==> src/rtl/inv_sub_bytes_iter.sv <==
// Iterative AES InvSubBytes: four inverse S-box lanes substitute one 32-bit word
// of the buffered state per cycle, with valid/ready handshakes on both sides.
module inv_sub_bytes_iter #(
  parameter int BYTE   = 8,
  parameter int DWORD  = 32,
  parameter int LENGTH = 128
) (
  input  logic              clk,
  input  logic              rst_n,
  input  logic              in_valid,
  output logic              in_ready,
  input  logic [LENGTH-1:0] in_data,
  output logic              out_valid,
  input  logic              out_ready,
  output logic [LENGTH-1:0] out_data
);

  localparam int NWORD = LENGTH / DWORD;
  localparam int NLANE = DWORD / BYTE;
  localparam int CW    = (NWORD > 1) ? $clog2(NWORD) : 1;

  localparam logic [7:0] INV_SBOX [0:255] = '{
    8'h52, 8'h09, 8'h6a, 8'hd5, 8'h30, 8'h36, 8'ha5, 8'h38, 8'hbf, 8'h40, 8'ha3, 8'h9e, 8'h81, 8'hf3, 8'hd7, 8'hfb,
    8'h7c, 8'he3, 8'h39, 8'h82, 8'h9b, 8'h2f, 8'hff, 8'h87, 8'h34, 8'h8e, 8'h43, 8'h44, 8'hc4, 8'hde, 8'he9, 8'hcb,
    8'h54, 8'h7b, 8'h94, 8'h32, 8'ha6, 8'hc2, 8'h23, 8'h3d, 8'hee, 8'h4c, 8'h95, 8'h0b, 8'h42, 8'hfa, 8'hc3, 8'h4e,
    8'h08, 8'h2e, 8'ha1, 8'h66, 8'h28, 8'hd9, 8'h24, 8'hb2, 8'h76, 8'h5b, 8'ha2, 8'h49, 8'h6d, 8'h8b, 8'hd1, 8'h25,
    8'h72, 8'hf8, 8'hf6, 8'h64, 8'h86, 8'h68, 8'h98, 8'h16, 8'hd4, 8'ha4, 8'h5c, 8'hcc, 8'h5d, 8'h65, 8'hb6, 8'h92,
    8'h6c, 8'h70, 8'h48, 8'h50, 8'hfd, 8'hed, 8'hb9, 8'hda, 8'h5e, 8'h15, 8'h46, 8'h57, 8'ha7, 8'h8d, 8'h9d, 8'h84,
    8'h90, 8'hd8, 8'hab, 8'h00, 8'h8c, 8'hbc, 8'hd3, 8'h0a, 8'hf7, 8'he4, 8'h58, 8'h05, 8'hb8, 8'hb3, 8'h45, 8'h06,
    8'hd0, 8'h2c, 8'h1e, 8'h8f, 8'hca, 8'h3f, 8'h0f, 8'h02, 8'hc1, 8'haf, 8'hbd, 8'h03, 8'h01, 8'h13, 8'h8a, 8'h6b,
    8'h3a, 8'h91, 8'h11, 8'h41, 8'h4f, 8'h67, 8'hdc, 8'hea, 8'h97, 8'hf2, 8'hcf, 8'hce, 8'hf0, 8'hb4, 8'he6, 8'h73,
    8'h96, 8'hac, 8'h74, 8'h22, 8'he7, 8'had, 8'h35, 8'h85, 8'he2, 8'hf9, 8'h37, 8'he8, 8'h1c, 8'h75, 8'hdf, 8'h6e,
    8'h47, 8'hf1, 8'h1a, 8'h71, 8'h1d, 8'h29, 8'hc5, 8'h89, 8'h6f, 8'hb7, 8'h62, 8'h0e, 8'haa, 8'h18, 8'hbe, 8'h1b,
    8'hfc, 8'h56, 8'h3e, 8'h4b, 8'hc6, 8'hd2, 8'h79, 8'h20, 8'h9a, 8'hdb, 8'hc0, 8'hfe, 8'h78, 8'hcd, 8'h5a, 8'hf4,
    8'h1f, 8'hdd, 8'ha8, 8'h33, 8'h88, 8'h07, 8'hc7, 8'h31, 8'hb1, 8'h12, 8'h10, 8'h59, 8'h27, 8'h80, 8'hec, 8'h5f,
    8'h60, 8'h51, 8'h7f, 8'ha9, 8'h19, 8'hb5, 8'h4a, 8'h0d, 8'h2d, 8'he5, 8'h7a, 8'h9f, 8'h93, 8'hc9, 8'h9c, 8'hef,
    8'ha0, 8'he0, 8'h3b, 8'h4d, 8'hae, 8'h2a, 8'hf5, 8'hb0, 8'hc8, 8'heb, 8'hbb, 8'h3c, 8'h83, 8'h53, 8'h99, 8'h61,
    8'h17, 8'h2b, 8'h04, 8'h7e, 8'hba, 8'h77, 8'hd6, 8'h26, 8'he1, 8'h69, 8'h14, 8'h63, 8'h55, 8'h21, 8'h0c, 8'h7d
  };

  typedef enum logic [1:0] {IDLE, BUSY, DONE} state_t;

  state_t            state;
  logic [CW-1:0]     cnt;
  logic [LENGTH-1:0] buffer;
  logic              out_valid_r;
  logic [DWORD-1:0]  word_cur;
  logic [DWORD-1:0]  word_sub;

  assign word_cur = buffer[cnt*DWORD +: DWORD];

  genvar gi;
  generate
    for (gi = 0; gi < NLANE; gi++) begin : g_lane
      assign word_sub[gi*BYTE +: BYTE] = INV_SBOX[word_cur[gi*BYTE +: BYTE]];
    end
  endgenerate

  // DONE accepts a new block in the same cycle its result is taken.
  assign in_ready  = (state == IDLE) | ((state == DONE) & out_ready);
  assign out_valid = out_valid_r;
  assign out_data  = out_valid_r ? buffer : '0;

  always_ff @(posedge clk or negedge rst_n) begin
    if (!rst_n) begin
      state       <= IDLE;
      cnt         <= '0;
      buffer      <= '0;
      out_valid_r <= 1'b0;
    end else begin
      case (state)
        IDLE: begin
          if (in_valid) begin
            buffer <= in_data;
            cnt    <= '0;
            state  <= BUSY;
          end
        end
        BUSY: begin
          buffer[cnt*DWORD +: DWORD] <= word_sub;
          if (cnt == CW'(NWORD - 1)) begin
            cnt         <= '0;
            state       <= DONE;
            out_valid_r <= 1'b1;
          end else begin
            cnt <= cnt + 1'b1;
          end
        end
        DONE: begin
          if (out_ready) begin
            out_valid_r <= 1'b0;
            if (in_valid) begin
              buffer <= in_data;
              cnt    <= '0;
              state  <= BUSY;
            end else begin
              state <= IDLE;
            end
          end
        end
        default: begin
          state       <= IDLE;
          out_valid_r <= 1'b0;
        end
      endcase
    end
  end

endmodule

==> config.mk <==
export PLATFORM = sky130hd
export DESIGN_NAME = inv_sub_bytes_iter
export DESIGN_NICKNAME = d
export VERILOG_FILES = /design/src/rtl/inv_sub_bytes_iter.sv
export SDC_FILE = /design/constraint.sdc
export NUM_CORES = 1
export LEC_CHECK = 0
export CAP_MARGIN = 20
export CELL_PAD_IN_SITES_DETAIL_PLACEMENT = 1
export CELL_PAD_IN_SITES_GLOBAL_PLACEMENT = 2
export CORE_MARGIN = 3
export CORE_UTILIZATION = 33
export CTS_CLUSTER_SIZE = 10
export DETAILED_ROUTE_END_ITERATION = 8
export PLACE_DENSITY = 0.81
export REMOVE_ABC_BUFFERS = 1
export SYNTH_ARGS = -nofsm -noshare
export SYNTH_HDL_FRONTEND = slang
export SYNTH_SLANG_ARGS = --single-unit
==> constraint.sdc <==
create_clock -name clk -period 5.2 [get_ports clk]
set_input_delay 1.04 -clock clk [delete_from_list [all_inputs] [get_ports clk]]
set_output_delay 1.04 -clock clk [all_outputs]
set_load 0.05 [all_outputs]
==> results.txt, run 1 <==
The first-pass detailed-route iteration total came out at 6. Based on the critical path, the design can be clocked at up to 0.201 GHz. After layout, the worst path uses 95.8% of the clock period.

At the worst endpoint, the required time is 5.60 ns. The kind of launch point of the worst setup path is a register. Counting every instance in the synthesized netlist gives 3,043. The via count came out at 28,700. The number of buffers added by the clock tree synthesis step is 17. The global-route congestion overflow total is 0.

During synthesis, Yosys emitted a total of 0 warnings. The full die area is 67,400 um^2. The worst endpoint data arrival time came out at 5.38 ns. Setup repair after global routing left no endpoint under its margin. The clock period minus worst slack is 4.98 ns. The final hold violation count came to 0. The relative slew slack is 20.7%. The sequential-to-total area share from yosys stat is 15.7%. The number of library cell types mapped by synthesis is 98.

Summed over all instances, the cell type with the most area after synthesis is sky130_fd_sc_hd__dfrtp_1. The tightest min-delay check is of the input pin to async pin type. The half-perimeter wire length of the detailed placement result is 96,300 um. The number of fillers in the final layout came out at 7,829. The maximum clock skew at final layout came out at 0.0187 ns. The CTS sink count came out at 133.

The remaining design rule violation count is 0. Setup violations remaining at the end of the flow were counted as 0. TritonCTS built the clock tree. The iteration-0 DRC count of the detailed router came out at 3,739.

The chip width came out at 260 um. The critical path is of the register to register type. The number of slew-limit violations in the final report is 0.

For the worst-skew pair, the clock arrives at the later sink with an insertion delay of 0.50 ns. The number of levels in the clock H-tree came out at 4. The maximum count of clock buffers along a single path is 2.

The number of buffer cells added on primary ports came out at 261. A synthesized cell averages 6.97 um^2. The aggregate global-route resource usage came out at 39.0%.

The number of ports placed on the die boundary came out at 262. After clock tree synthesis, the clock-pin slew on the worst setup and hold paths is 0.07 ns. The run finished with clean final reports. After detailed routing, the average wire length per cell comes to 34.0 um.

The initial standard-cell utilization of the core is 33.5%. The number of antenna violations at the first check in global routing is 12. The area growth from synthesis to layout is 19.7%.

In this run, synthesis inferred 0 flip-flops with an integrated enable. The first-pass GRT wire length came out at 199,000 um. The post-cts repair resize count came out at 0. The number of nets in the final layout is 3,354. The via density per instance came out at 7.16.

The via count of the first global-routing pass came out at 28,700. The site row count is 92. The floorplan step set the die height to 260 um. The maximum number of pins on one net before global-route repair came out at 132.

Ranked by total cell area, the synthesized netlist is headed by sky130_fd_sc_hd__dfrtp_1 (16%), sky130_fd_sc_hd__a21oi_1 (7.8%), sky130_fd_sc_hd__nor2_1 (5.0%). After floorplanning, the core was sized to cover 63,300 um^2. The top fanout value on the critical path is 29. The critical path capture point type is a register. The number of buffers inserted by hold repair at cts came out at 0.

The global placement routability congestion came out at 1.06. In this run the biggest area consumer among cell types represents 15.7% of the synthesized area. The number of synthesized register bits came out at 133. After synthesis, the share of flip-flops with an asynchronous set or reset is 100%. The primary flip-flop cell chosen by synthesis mapping is sky130_fd_sc_hd__dfrtp_1. The actual slew at the worst max-slew pin came out at 1.18 ns. The count of nets left with antenna violations after detail routing is 0. The cell chosen for the clock root is sky130_fd_sc_hd__clkbuf_16.

The fraction of layout instances using a drive strength above 1 is 10.1%. The post-detailed-routing wire length came out at 136,000 um. The post-CTS setup buffer count is 0. The combined area of all synthesized cells came out at 21,200 um^2.

The setup TNS came out at 0 ns. The count of maximum capacitance violations came out at 0.
per-stage QoR:
| step | std cells | cell area, um^2 | setup WS [ns] | utilization, % | hold slack, ns |
|---|---|---|---|---|---|
| 6_report | 4006 | 25400 | 0.221 | 40.1 | 0.369 |
| 5_1_grt | 4002 | 25400 | 0.118 | 40.1 | 0.361 |
| 4_1_cts | 3994 | 25300 | 0.147 | 40.0 | 0.546 |
| 3_5_place_dp | 3962 | 24700 | 0.165 | 39.0 | 0.534 |
| 3_3_place_gp | 3962 | 24700 | 0.151 | 39.0 | 0.520 |
| 2_1_floorplan | 2696 | 19600 | -0.509 | - | 0.482 |
synthesized netlist by cell type, drive strengths merged (25+ instances only):
cell type and count:
a21oi 330, nor2 283, nand2 253, o21ai 199, clkbuf 197, and2 155, o22ai 154, buf 150
dfrtp 133, nand3 90, ha 84, nor3 75, o211ai 75, nand2b 70, a211oi 69, a31oi 64
mux2i 51, a221oi 42, a311oi 39, nor2b 35, mux4 31, inv 30, o311ai 28, mux2 27
o31ai 26, or2 25
kinds of logic (layout without fill, tap and decap cells):
logic type / Yosys count / in the layout / share of synthesized area, %
simple gates: 1078 / 1078 / 24.7
mux: 109 / 109 / 7.18
compound gates: 1247 / 1247 / 38.9
xor+xnor: 11 / 11 / 0.490
other cells: 0 / 9 / 0
fa+ha+maj: 85 / 85 / 5.00
buf+inv: 380 / 488 / 8.02
flops: 133 / 133 / 15.7
cell type report:
cell class                      count  area, um^2  area share (%)
Multi-Input combinational cell   2530       16300            64.1
Antenna cell                        9        22.5          0.0887
Tap cell                          846        1060            4.17
Clock inverter                     12         144           0.566
Timing Repair Buffer              423        3980            15.7
Sequential cell                   133        3340            13.1
Inverter                           33         125           0.493
Clock buffer                       20         457            1.80
routing by layer:
metal / part of all wire [%] / vias up / global-route usage, %
li1: - / 11800 / -
met1: 39 / 14300 / 50.0
met2: 44 / 2078 / 60.8
met3: 10 / 507 / 8.73
met4: 6.2 / 6 / 21.1
met5: 0.030 / - / 0
sequential cells by signal, summed over array words and instances, names as in the netlist:
signal     count
cnt            2
buffer       128
out_valid      1
state          2
final timing paths:
check / start / to / slack [ns] / depth (start not counted)
setup / recovery: cnt[0]$_DFFE_PN0P_ / buffer[0]$_DFFE_PN0P_ / 0.22 / 11
hold / removal: rst_n / buffer[78]$_DFFE_PN0P_ / 0.37 / 1
setup reg to reg: cnt[0]$_DFFE_PN0P_ / buffer[0]$_DFFE_PN0P_ / 0.22 / 11
hold reg to reg: buffer[74]$_DFFE_PN0P_ / buffer[74]$_DFFE_PN0P_ / 0.55 / 1
max in group asynchronous: rst_n / buffer[40]$_DFFE_PN0P_ / 3.52 / 3
min in group clk: buffer[74]$_DFFE_PN0P_ / buffer[74]$_DFFE_PN0P_ / 0.55 / 1
worst max-delay path, stage by stage, from the launching register on:
cell	delay, ns
sky130_fd_sc_hd__dfrtp_4	0.83
sky130_fd_sc_hd__mux4_2	0.76
sky130_fd_sc_hd__inv_1	0.53
sky130_fd_sc_hd__ha_2	0.57
sky130_fd_sc_hd__inv_1	0.31
sky130_fd_sc_hd__and2_1	0.28
sky130_fd_sc_hd__nor2_1	0.22
sky130_fd_sc_hd__o22ai_1	0.16
sky130_fd_sc_hd__a22o_1	0.24
sky130_fd_sc_hd__o311ai_0	0.47
sky130_fd_sc_hd__o21ai_1	0.26
sky130_fd_sc_hd__o22ai_1	0.22
placed cells by master (no fill, tap or decap), types with 17 or more instances in the layout:
cell type	count
sky130_fd_sc_hd__a221o_1	17
sky130_fd_sc_hd__a311oi_1	38
sky130_fd_sc_hd__nand2b_1	69
sky130_fd_sc_hd__mux4_2	31
sky130_fd_sc_hd__dfrtp_1	130
sky130_fd_sc_hd__and2_1	150
sky130_fd_sc_hd__mux2_2	26
sky130_fd_sc_hd__a31oi_1	63
sky130_fd_sc_hd__o2111ai_1	21
sky130_fd_sc_hd__or2_2	22
sky130_fd_sc_hd__nor2b_1	35
sky130_fd_sc_hd__o31ai_1	26
sky130_fd_sc_hd__inv_1	26
sky130_fd_sc_hd__clkbuf_16	17
sky130_fd_sc_hd__nand2_1	247
sky130_fd_sc_hd__o221ai_1	18
sky130_fd_sc_hd__and3_1	21
sky130_fd_sc_hd__buf_4	152
sky130_fd_sc_hd__ha_1	83
sky130_fd_sc_hd__a21oi_1	325
sky130_fd_sc_hd__o21ai_0	183
sky130_fd_sc_hd__nand4_1	20
sky130_fd_sc_hd__nor2_1	283
sky130_fd_sc_hd__a211oi_1	68
sky130_fd_sc_hd__a221oi_1	41
sky130_fd_sc_hd__o22ai_1	154
sky130_fd_sc_hd__o211ai_1	75
sky130_fd_sc_hd__nor3_1	75
sky130_fd_sc_hd__clkdlybuf4s50_1	260
sky130_fd_sc_hd__o311ai_0	25
sky130_fd_sc_hd__mux2i_1	48
sky130_fd_sc_hd__nand3_1	89
Power of run 1 is not shown: default switching activity piles up to over one toggle a cycle in this logic, so the estimate is an artifact.
==> run 2, diff against run 1 <==
Settings changed: SLEW_MARGIN set to 20.
==> run 2 against run 1 <==
- critical path depth is the same
- fmax rose by 0.85%
- hold slack better by 0.18 ns
- count of clock-buffer cells in the layout is the same
- setup slack improved by 0.042 ns
- first-iteration DRC count about the same
- clock skew down 0.0023 ns
- via count shrank 0.20%
- critical endpoint unchanged
- highest routed layer unchanged
==> results.txt, run 2 (synthesized netlist as in run 1, its figures left out) <==
The register with the most flip-flops in the final layout is buffer. The number of levels in the clock H-tree came out at 4. The CTS sink count is 133. The later pin in the worst-skew pair is clocked with a latency of 0.50 ns. Derived from the worst setup path, the maximum achievable clock frequency is 0.203 GHz.

The full die area came out at 67,400 um^2. TritonCTS built the clock tree. The number of hold buffers added after CTS was 0.

Using the TritonRoute via totals, the vias-per-cell ratio works out to 7.15. The worst endpoint data arrival time came out at 5.34 ns. The share of the clock period used by the worst path after layout came out at 94.9%. The initial standard-cell utilization of the core came out at 33.5%. The flip-flop count of the largest register, all copies and words added came out at 128.

Clock tree synthesis selected as its root buffer the cell sky130_fd_sc_hd__clkbuf_16. The number of slew-limit violations in the final report came to 0. The required time of the critical path came out at 5.60 ns.

The relative slew slack is 21.7%. The clock period minus worst slack came out at 4.94 ns. The post-detailed-routing wire length came out at 136,000 um. The vertical die dimension came out at 260 um. The aggregate global-route resource usage came out at 39.0%.

The class of the worst hold path is register to register. The critical path capture point type is a register. The chip width is 260 um. The first-pass detailed-route iteration total is 6. The worst setup path is of the register to register kind.

The flow ran to the end, and the final reports show no timing, DRC or antenna violations. The actual slew at the worst max-slew pin is 1.16 ns. The clock-pin slew reported for the worst setup and hold paths after clock tree synthesis came out at 0.07 ns. The area of the core is 63,300 um^2. The average wire per standard cell is 33.9 um.

Entering global routing, the biggest net connects 132 pins. STA classifies the critical path startpoint as a register. The number of buffer cells added on primary ports came out at 261. The half-perimeter wire length of the detailed placement result is 96,300 um. The iteration-0 DRC count of the detailed router is 3,737. The maximum clock skew at final layout is 0.0164 ns. After floorplanning, the core was divided into 92 placement rows.

The number of failing setup endpoints in the final timing report came out at 0. The number of antenna violations at the first check in global routing came out at 12. The fraction of layout instances using a drive strength above 1 is 10.0%. The number of nets in the final layout is 3,353.

Clock tree synthesis inserted a total of 17 buffers. In the layout the commonest cells are sky130_fd_sc_hd__a21oi_1 (325), sky130_fd_sc_hd__nor2_1 (283), sky130_fd_sc_hd__clkdlybuf4s50_1 (260). The first-pass GRT wire length came out at 199,000 um. Setup repair after global routing left no endpoint under its margin. The global placement routability congestion came out at 1.06. The relative area change from synthesis to final layout is 19.6%. The core utilization of the finished layout is 40.1%. The via count of the first global-routing pass is 28,700.

The via count is 28,600. The number of ports placed on the die boundary is 262. The remaining design rule violation count came out at 0. The maximum count of clock buffers along a single path is 2. Adding up every negative setup slack in the final design gives 0 ns. The total overflow left after global routing is 0. The count of nets left with antenna violations after detail routing is 0. The top fanout value on the critical path came out at 29. Leaving out fill and tap cells, the most frequent cell in the layout is sky130_fd_sc_hd__a21oi_1. The largest registers in the layout are buffer x128, cnt x2, state x2. The final hold violation count came out at 0. The count of maximum capacitance violations is 0.
-- run 2: cell types whose count changed in the layout (fill, tap and decap cells not counted) --
cell	delta
sky130_fd_sc_hd__buf_16	-1
sky130_fd_sc_hd__diode_2	-1
sky130_fd_sc_hd__buf_6	-1
sky130_fd_sc_hd__clkbuf_8	+1
-- run 2: layout make-up --
class / instances / area, um^2
repair buffers: 422 / 3950
diodes: 8 / 20.0
fillers: 7834 / 37900
clock buffers: 20 / 457
inverters: 33 / 125
well taps: 846 / 1060
flip-flops and latches: 133 / 3340
clock inverters: 12 / 144
multi-input cells: 2530 / 16300
-- run 2: path summary, 6_finish.rpt --
| kind | from | endpoint | slack, ns | cells past startpoint |
|---|---|---|---|---|
| max reg2reg | cnt[0]$_DFFE_PN0P_ | buffer[0]$_DFFE_PN0P_ | 0.26 | 11 |
| min reg2reg | buffer[74]$_DFFE_PN0P_ | buffer[74]$_DFFE_PN0P_ | 0.55 | 1 |
| max | cnt[0]$_DFFE_PN0P_ | buffer[0]$_DFFE_PN0P_ | 0.26 | 11 |
| min | buffer[74]$_DFFE_PN0P_ | buffer[74]$_DFFE_PN0P_ | 0.55 | 1 |
| min in group asynchronous | rst_n | buffer[78]$_DFFE_PN0P_ | 0.58 | 1 |
| max in group asynchronous | rst_n | buffer[40]$_DFFE_PN0P_ | 3.38 | 2 |
-- run 2: worst max-delay path, cell delays in order (launching register included) --
cell                       delay [ns]
sky130_fd_sc_hd__dfrtp_4         0.83
sky130_fd_sc_hd__mux4_2          0.76
sky130_fd_sc_hd__inv_1           0.53
sky130_fd_sc_hd__ha_2            0.56
sky130_fd_sc_hd__inv_1           0.31
sky130_fd_sc_hd__and2_1          0.29
sky130_fd_sc_hd__nor2_1          0.23
sky130_fd_sc_hd__o22ai_1         0.16
sky130_fd_sc_hd__a22o_1          0.24
sky130_fd_sc_hd__o311ai_0        0.44
sky130_fd_sc_hd__o21ai_1         0.25
sky130_fd_sc_hd__o22ai_1         0.23
-- run 2: through the flow --
step | hold slack (ns) | setup WS [ns] | std cells | instance area [um^2]
floorplan | 0.482 | -0.509 | 2696 | 19600
global placement | 0.520 | 0.151 | 3962 | 24700
detailed placement | 0.534 | 0.165 | 3962 | 24700
CTS | 0.546 | 0.147 | 3994 | 25300
global route | 0.577 | 0.118 | 4001 | 25400
finish | 0.551 | 0.263 | 4004 | 25400
-- run 2: timing repair --
item / 4_1_cts / 5_1_grt
endpoints found under the setup margin: 0 / 4
gates resized for setup: 0 / 1
endpoints found under the hold margin: 0 / 0
buffers inserted: 0 / 0
-- run 2: per-layer routing --
layer,part of all wire [%],GRT usage [%],vias up
met4,6.2,21.1,6
met3,10,8.73,530
met2,44,60.8,2102
li1,-,-,11800
met1,39,50.0,14200
met5,0.030,0,-
Power of run 2 is left out for the same reason.
